### src/rtl/mcb_sample_logger.sv
// Streams 32-bit servo samples into an MCB user write port and issues fixed-length
// write bursts over a circular DDR region. Optional drop counter: MCB_SAMPLE_LOGGER_DROP_CNT_EN.
module mcb_sample_logger #(
  parameter int          BURST_LEN    = 16,
  parameter logic [29:0] BASE_ADDR    = 30'h0,
  parameter logic [29:0] REGION_BYTES = 30'h0100_0000
) (
  input  logic        clk0,
  input  logic        rst0,
  input  logic        calib_done,
  input  logic        enable,
  input  logic        s_valid,
  input  logic [31:0] s_data,
  output logic        p_cmd_en,
  output logic [2:0]  p_cmd_instr,
  output logic [5:0]  p_cmd_bl,
  output logic [29:0] p_cmd_byte_addr,
  input  logic        p_cmd_full,
  output logic        p_wr_en,
  output logic [31:0] p_wr_data,
  output logic [3:0]  p_wr_mask,
  input  logic        p_wr_full,
  output logic        wrap_pulse,
  output logic [15:0] drop_count,
  output logic        busy,
  output logic [1:0]  state_dbg,
  output logic [6:0]  pending_dbg
);

  // Handshake: p_wr_en / p_cmd_en are single-cycle strobes; one word / one command
  // transfers in every cycle its strobe is high. The full flags are sampled in the
  // cycle before a strobe is raised, so a strobe never follows a full cycle.

  typedef enum logic [1:0] {
    WAIT_CAL = 2'd0,
    RUN      = 2'd1,
    ISSUED   = 2'd2
  } state_t;

  localparam logic [6:0]  BL7      = 7'(BURST_LEN);
  localparam logic [30:0] STEP     = 31'(BURST_LEN * 4);
  localparam logic [30:0] END_ADDR = {1'b0, BASE_ADDR} + {1'b0, REGION_BYTES};

  state_t      state, state_nxt;
  logic        cmd_en_nxt;
  logic        accept;
  logic [6:0]  pending;
  logic [30:0] addr_inc;

  assign p_cmd_instr = 3'b000;
  assign p_cmd_bl    = 6'(BURST_LEN - 1);
  assign p_wr_mask   = 4'b0000;
  assign busy        = (pending != 7'd0);
  assign state_dbg   = state;
  assign pending_dbg = pending;

  assign accept   = s_valid & enable & (state != WAIT_CAL) & ~p_wr_full;
  assign addr_inc = {1'b0, p_cmd_byte_addr} + STEP;

  always_comb begin
    state_nxt  = state;
    cmd_en_nxt = 1'b0;
    case (state)
      WAIT_CAL: if (calib_done) state_nxt = RUN;
      RUN: begin
        // Only issue once every word of the burst is already in the write FIFO.
        if (pending >= BL7 && !p_cmd_full) begin
          cmd_en_nxt = 1'b1;
          state_nxt  = ISSUED;
        end
      end
      ISSUED:  state_nxt = RUN;
      default: state_nxt = WAIT_CAL;
    endcase
  end

  always_ff @(posedge clk0 or posedge rst0) begin
    if (rst0) begin
      state    <= WAIT_CAL;
      p_cmd_en <= 1'b0;
    end else begin
      state    <= state_nxt;
      p_cmd_en <= cmd_en_nxt;
    end
  end

  // Address advances after the command cycle, so it is stable while p_cmd_en is high.
  always_ff @(posedge clk0 or posedge rst0) begin
    if (rst0) begin
      p_cmd_byte_addr <= BASE_ADDR;
      wrap_pulse      <= 1'b0;
    end else begin
      wrap_pulse <= 1'b0;
      if (state == ISSUED) begin
        if (addr_inc == END_ADDR) begin
          p_cmd_byte_addr <= BASE_ADDR;
          wrap_pulse      <= 1'b1;
        end else begin
          p_cmd_byte_addr <= addr_inc[29:0];
        end
      end
    end
  end

  always_ff @(posedge clk0 or posedge rst0) begin
    if (rst0) begin
      p_wr_en   <= 1'b0;
      p_wr_data <= 32'h0;
    end else begin
      p_wr_en <= accept;
      if (accept) p_wr_data <= s_data;
    end
  end

  always_ff @(posedge clk0 or posedge rst0) begin
    if (rst0) begin
      pending <= 7'd0;
    end else begin
      pending <= pending + {6'd0, p_wr_en} - (p_cmd_en ? BL7 : 7'd0);
    end
  end

`ifdef MCB_SAMPLE_LOGGER_DROP_CNT_EN
  logic        enable_q;
  logic        drop;
  logic [15:0] drop_cnt;

  assign drop = s_valid & enable & (state != WAIT_CAL) & p_wr_full;

  // A rising enable restarts the count; a drop in that same cycle is the first one.
  always_ff @(posedge clk0 or posedge rst0) begin
    if (rst0) begin
      enable_q <= 1'b0;
      drop_cnt <= 16'h0000;
    end else begin
      enable_q <= enable;
      if (enable && !enable_q) drop_cnt <= {15'd0, drop};
      else if (drop && drop_cnt != 16'hFFFF) drop_cnt <= drop_cnt + 16'd1;
    end
  end

  assign drop_count = drop_cnt;
`else
  assign drop_count = 16'h0000;
`endif

endmodule

### config.mk
export PLATFORM = sky130hd
export DESIGN_NAME = mcb_sample_logger
export DESIGN_NICKNAME = d
export VERILOG_FILES = /design/src/rtl/mcb_sample_logger.sv
export SDC_FILE = /design/constraint.sdc
export NUM_CORES = 1
export LEC_CHECK = 0
export ABC_AREA = 1
export BUFFER_PORTS_ARGS = -buffer_cell sky130_fd_sc_hd__buf_4
export CAP_MARGIN = 20
export CORE_MARGIN = 3
export CORE_UTILIZATION = 50
export DETAILED_ROUTE_END_ITERATION = 16
export GPL_TIMING_DRIVEN = 0
export PLACE_DENSITY = 0.84
export SLEW_MARGIN = 20
export SYNTH_ARGS = -nofsm -noshare
export SYNTH_HDL_FRONTEND = slang
export SYNTH_SLANG_ARGS = --single-unit
### constraint.sdc
create_clock -name clk0 -period 1.98 [get_ports clk0]
set_input_delay 0.099 -clock clk0 [delete_from_list [all_inputs] [get_ports clk0]]
set_output_delay 0.099 -clock clk0 [all_outputs]
set_load 0.05 [all_outputs]
# Yosys cells after proc, flatten, opt, wreduce, memory -nomap -nowiden
# Index checks and enable logic that the tools add are counted.
[op_classes]
bitwise = 4
add_sub_neg = 3
reduce_logical = 6
magnitude_cmp = 1
eq_ne = 5
n_mux = 9
[ops]
columns = ["op", "count"]
rows = [
  ["adder 30 x 7 -> 31 bit (second input constant)", 1],
  ["== test 31 x 25 -> 1 bit (second input constant)", 1],
  ["2-to-1 mux 30 bit", 1],
  ["adder 7 x 1 -> 7 bit", 1],
  [">= comparator 7 x 5 -> 1 bit (second input constant)", 1],
  ["nonzero test 7 bit", 1],
  ["subtractor 7 x 5 -> 7 bit", 1],
  ["one-hot mux 2 bit (3 select lines)", 1],
  ["2-to-1 mux 5 bit", 1],
  ["2-to-1 mux 1 bit", 4],
  ["2-to-1 mux 2 bit", 2],
  ["!= test 2 bit (second input constant)", 2],
  ["AND 1 bit", 3],
  ["== test 2 x 1 -> 1 bit (second input constant)", 1],
  ["== test 2 bit (second input constant)", 1],
  ["logical NOT 2 bit", 1],
  ["AND reduction 2 bit", 1],
  ["nonzero test 2 bit", 1],
  ["logical AND 1 bit", 1],
  ["logical NOT 1 bit", 1],
  ["NOT 1 bit", 1],
]
[totals]
reg_bits = 74
word_cells = 35
in_bits = 39
out_inout_bits = 104

# Depth between registers and ports, before layout
[depth]
word_depth = 4
mapped_depth = 14
depth_no_buf = 14

# Worst setup path before layout
# Ideal clock, no wire load.
[synth_path]
path_kind = "register to register"
from = "register p_cmd_byte_addr[6]"
to = "register p_cmd_byte_addr[6]"
path_buffers = 0
setup_slack_ns = -0.106
period_less_slack_ns = 2.086
arrival_ns = 1.967
setup_ns = 0.118
t_required_ns = 1.862
stages_incl_launch_ff = 15
path_cell_list = "dfrtp_1 > ha_1 > nand2_1 > nor2_4 > nand2_2 > nor2_4 > nand2_1 > nand2_1 > nand2_1 > nor2_1 > nand2_1 > nor2_2 > nand2_2 > nand2_1 > nand2_1"
[synth_between]
elab_chain_cells = 3
[synth_rtl]
columns = ["element", "line_no", "text"]
rows = [
  ["start, declared", "17", "output logic [29:0] p_cmd_byte_addr,"],
  ["start signal, assigned", "99", "p_cmd_byte_addr <= addr_inc[29:0];"],
  ["adder 30 x 7 -> 31 bit (*)", "58", "assign addr_inc = {1'b0, p_cmd_byte_addr} + STEP;"],
  ["== test 31 x 25 -> 1 bit", "95", "if (addr_inc == END_ADDR) begin"],
  ["2-to-1 mux 30 bit (*)", "95", ""],
]
# Mark *: on every way between the ends. The rest lies on a longest branch, timed or not.
# A chain may end at the register's enable or synchronous reset.

# Worst setup path in the final report
[layout_path]
from = "register p_cmd_byte_addr[7]"
to = "register p_cmd_byte_addr[24]"
# Same word-level chain as after synthesis.

==> reports/metrics.csv <==
metric,value,unit
area.sequential,1710,um^2
initial_core_util,52.7,%
grt_overflow,0,
final_hold_viol_count,0,
critical_path.startpoint_type,flip-flop,
cap_violations,0,
internal_power,3.70,mW
gp_congestion,0.867,
layout.cells.most_common_list,"nand2_1 (200), buf_4 (150), dfrtp_1 (61)",
maximum_net_fanout_on_the_critical_path,7,
timing_worst_slew_pin_value,0.520,ns
comb_power_share,56.9,%
worstPathRequired,2.22,ns
synth_cell_types,29,
power_frac_seq,30.2,%
fin_worst_hold_slack,0.0728,ns
routedWlPerCell,14.3,um
net-switching-power,3.96,mW
max-clock-path-buffers,2,
yosys_warnings,0,
timing.max_slew.rel_slack,65.3,%
worst_clock_skew,0.00397,ns
final_report_setup_violation_count,0,
sw_ratio,51.7,%
number_of_remaining_drc_errors,0,
io_pins,143,
cp.arrival,2.11,ns
hold_class,input port to flip-flop,
ir_worst_vdd,1.13,mV
number_of_antenna_violations_at_the_first_check_in_global_routing,0,
dr.pass1.iters,5,
grt_setup_unrepaired,yes,
clock_tree_from_tritoncts,built,
coreArea,7410,um^2
max_clock_freq,532,MHz
grt_pass1_vias,4046,
fraction_of_final_layout_cells_with_drive_strength_greater_than_1,30.3,%
mappedNetlistArea,3910,um^2
report.final.slew_viol_count,0,
power.share.clock,12.9,%
die_w,94.4,um
critPathKind,flip-flop to flip-flop,
io_buffers,107,
synthCells,521,
power_density,1360,nW/um^2
ys_ff_latch,68,
status,"finished, final reports clean",
dp.final_hpwl,7910,um
synth.avg_cell_area,7.50,um^2
cts-htree-levels,3,
ant_nets,0,
die_h,94.4,um
postPlaceCellArea,4980,um^2
multiInputGateArea,1940,um^2
clk_transition_reported_paths,0.07,ns
vias_per_cell,5.03,
critPathCaptureType,flip-flop,
syn_to_layout_area_delta,44.3,%
final_nets,767,
dr.first_iter.drc_count,296,
totalPowerFinal,7.66,mW
fill_cells,532,
design_area,5640,um^2
wl,11700,um
rows,31,
cts.sinks,68,
die_area,8910,um^2
mostFrequentLayoutCell,nand2_1,
antennaDiodeCount,0,
post-route-period-util,94.9,%
finalCriticalPeriod,1.88,ns
pin_count_of_the_biggest_net_entering_global_routing,37,
static-leakage-power,3.01,nW
grt_pass1_wl,18400,um
synth_seq_area_share,43.6,%
worst_skew_pair.late_latency,0.34,ns
grtUsageTotal,26.3,%
clockRootBuffer,clkbuf_8,
tritoncts.num_buffers,9,
num_vias,4115,
## Yosys cell counts
cell type    n  area share (%)
nand2_1    210              20
dfrtp_1     68              44
nor2_1      46             4.4
inv_1       40             3.8
buf_4       35             6.7
o21ai_0     18             2.3
nand3_1     14             1.8
ha_1        12             3.8
clkbuf_1    10            0.96
nand2_2      8             1.3
nor2_2       7             1.1
xor2_1       7             1.6
nand4_1      6            0.96
nor2_4       6             1.7
a21oi_1      5            0.64
nand3b_1     5            0.96
inv_2        3            0.29
nor3_1       3            0.38
o21ai_1      3            0.38
o21bai_1     3            0.58
a31oi_1      2            0.32
conb_1       2            0.19
nand2_4      2            0.58
a211o_1      1            0.22
buf_6        1            0.29
nand3_2      1            0.26
o21a_1       1            0.19
o21ai_2      1            0.22
o31ai_1      1            0.19
## cell families (layout without fill, tap and decap cells)
logic type | count (synthesis) | after routing | share of synthesized area (%)
buf+inv | 89 | 254 | 12.1
xor+xnor | 7 | 7 | 1.57
fa+ha+maj | 12 | 12 | 3.84
compound gates | 35 | 35 | 5.06
simple gates | 308 | 308 | 33.7
other cells | 2 | 35 | 0.192
flops | 68 | 68 | 43.6
## what timing repair did
item,in CTS,in global routing
buffers inserted,1,8
resized for setup,1,27
endpoints found under the setup margin,3,5
hold endpoints to repair,65,0
pin swaps,1,17
hold buffers,34,0
## layer usage
layer | global-route usage (%) | vias to the layer above | wire length (um)
met1 | 29.0 | 1930 | 4280
met2 | 46.8 | 216 | 5900
met5 | 0 | - | 0
li1 | - | 1925 | -
met3 | 6.45 | 44 | 1070
met4 | 13.6 | 0 | 435
## area by class of cell
type                       count  area share, %
clock inverter                 2          0.222
multi-input combinational    397           34.3
sequential                    68           30.3
tap                           99           2.20
buffer                        46           5.53
timing repair buffer         151           21.9
inverter                      43           2.91
clock buffer                  12           2.57
## power by group through the flow
stage	clock network (mW)	logic (mW)	registers [mW]
3_5_place_dp	0	4.16	2.29
5_1_grt	1.06	4.63	2.37
4_1_cts	0.997	4.25	2.28
3_3_place_gp	0	4.03	2.26
2_1_floorplan	0	1.26	3.91
6_report	0.989	4.36	2.32
## critical path: stages (launching register included)
cell	delay (ns)
dfrtp_2	0.40
ha_4	0.16
nand2_4	0.06
nor2_4	0.23
nand2_2	0.14
nand2_2	0.08
nand2_2	0.07
nor2_1	0.12
nand2_1	0.06
nor2_1	0.11
nand2_1	0.08
nor2_2	0.09
nand2_2	0.07
nand2_1	0.06
nand2_1	0.04
## per-stage QoR
step | cells | utilization, % | TNS [ns] | setup slack, ns
global placement | 760 | 66.9 | -46.62 | -0.895
global route | 818 | 76.1 | -0.119 | -0.0401
detailed placement | 761 | 67.3 | 0 | 0.0123
finish | 818 | 76.1 | 0 | 0.102
CTS | 810 | 74.1 | 0 | 0.0241
floorplan | 554 | - | 0 | 0.0183
## registers in the layout, indices dropped and copies added (netlist names)
register and cells:
p_cmd_en 1, p_wr_data 32, p_wr_en 1, p_cmd_byte_addr 24, wrap_pulse 1, state_dbg 2
pending_dbg 7
## path summary, 6_finish.rpt
| check | start | end | slack [ns] | depth (start not counted) |
|---|---|---|---|---|
| worst min register to register | p_wr_data[5] | p_wr_data[5] | 0.48 | 2 |
| min in group asynchronous | rst0 | p_wr_data[15] | 0.33 | 3 |
| worst max-delay path | p_cmd_byte_addr[7] | p_cmd_byte_addr[24] | 0.10 | 14 |
| worst max register to register | p_cmd_byte_addr[7] | p_cmd_byte_addr[24] | 0.10 | 14 |
| worst min-delay path | p_cmd_full | state_dbg[1] | 0.07 | 3 |
| max in group asynchronous | rst0 | p_cmd_byte_addr[17] | 1.12 | 4 |
No activity file was read; power rests on OpenSTA's default activity.
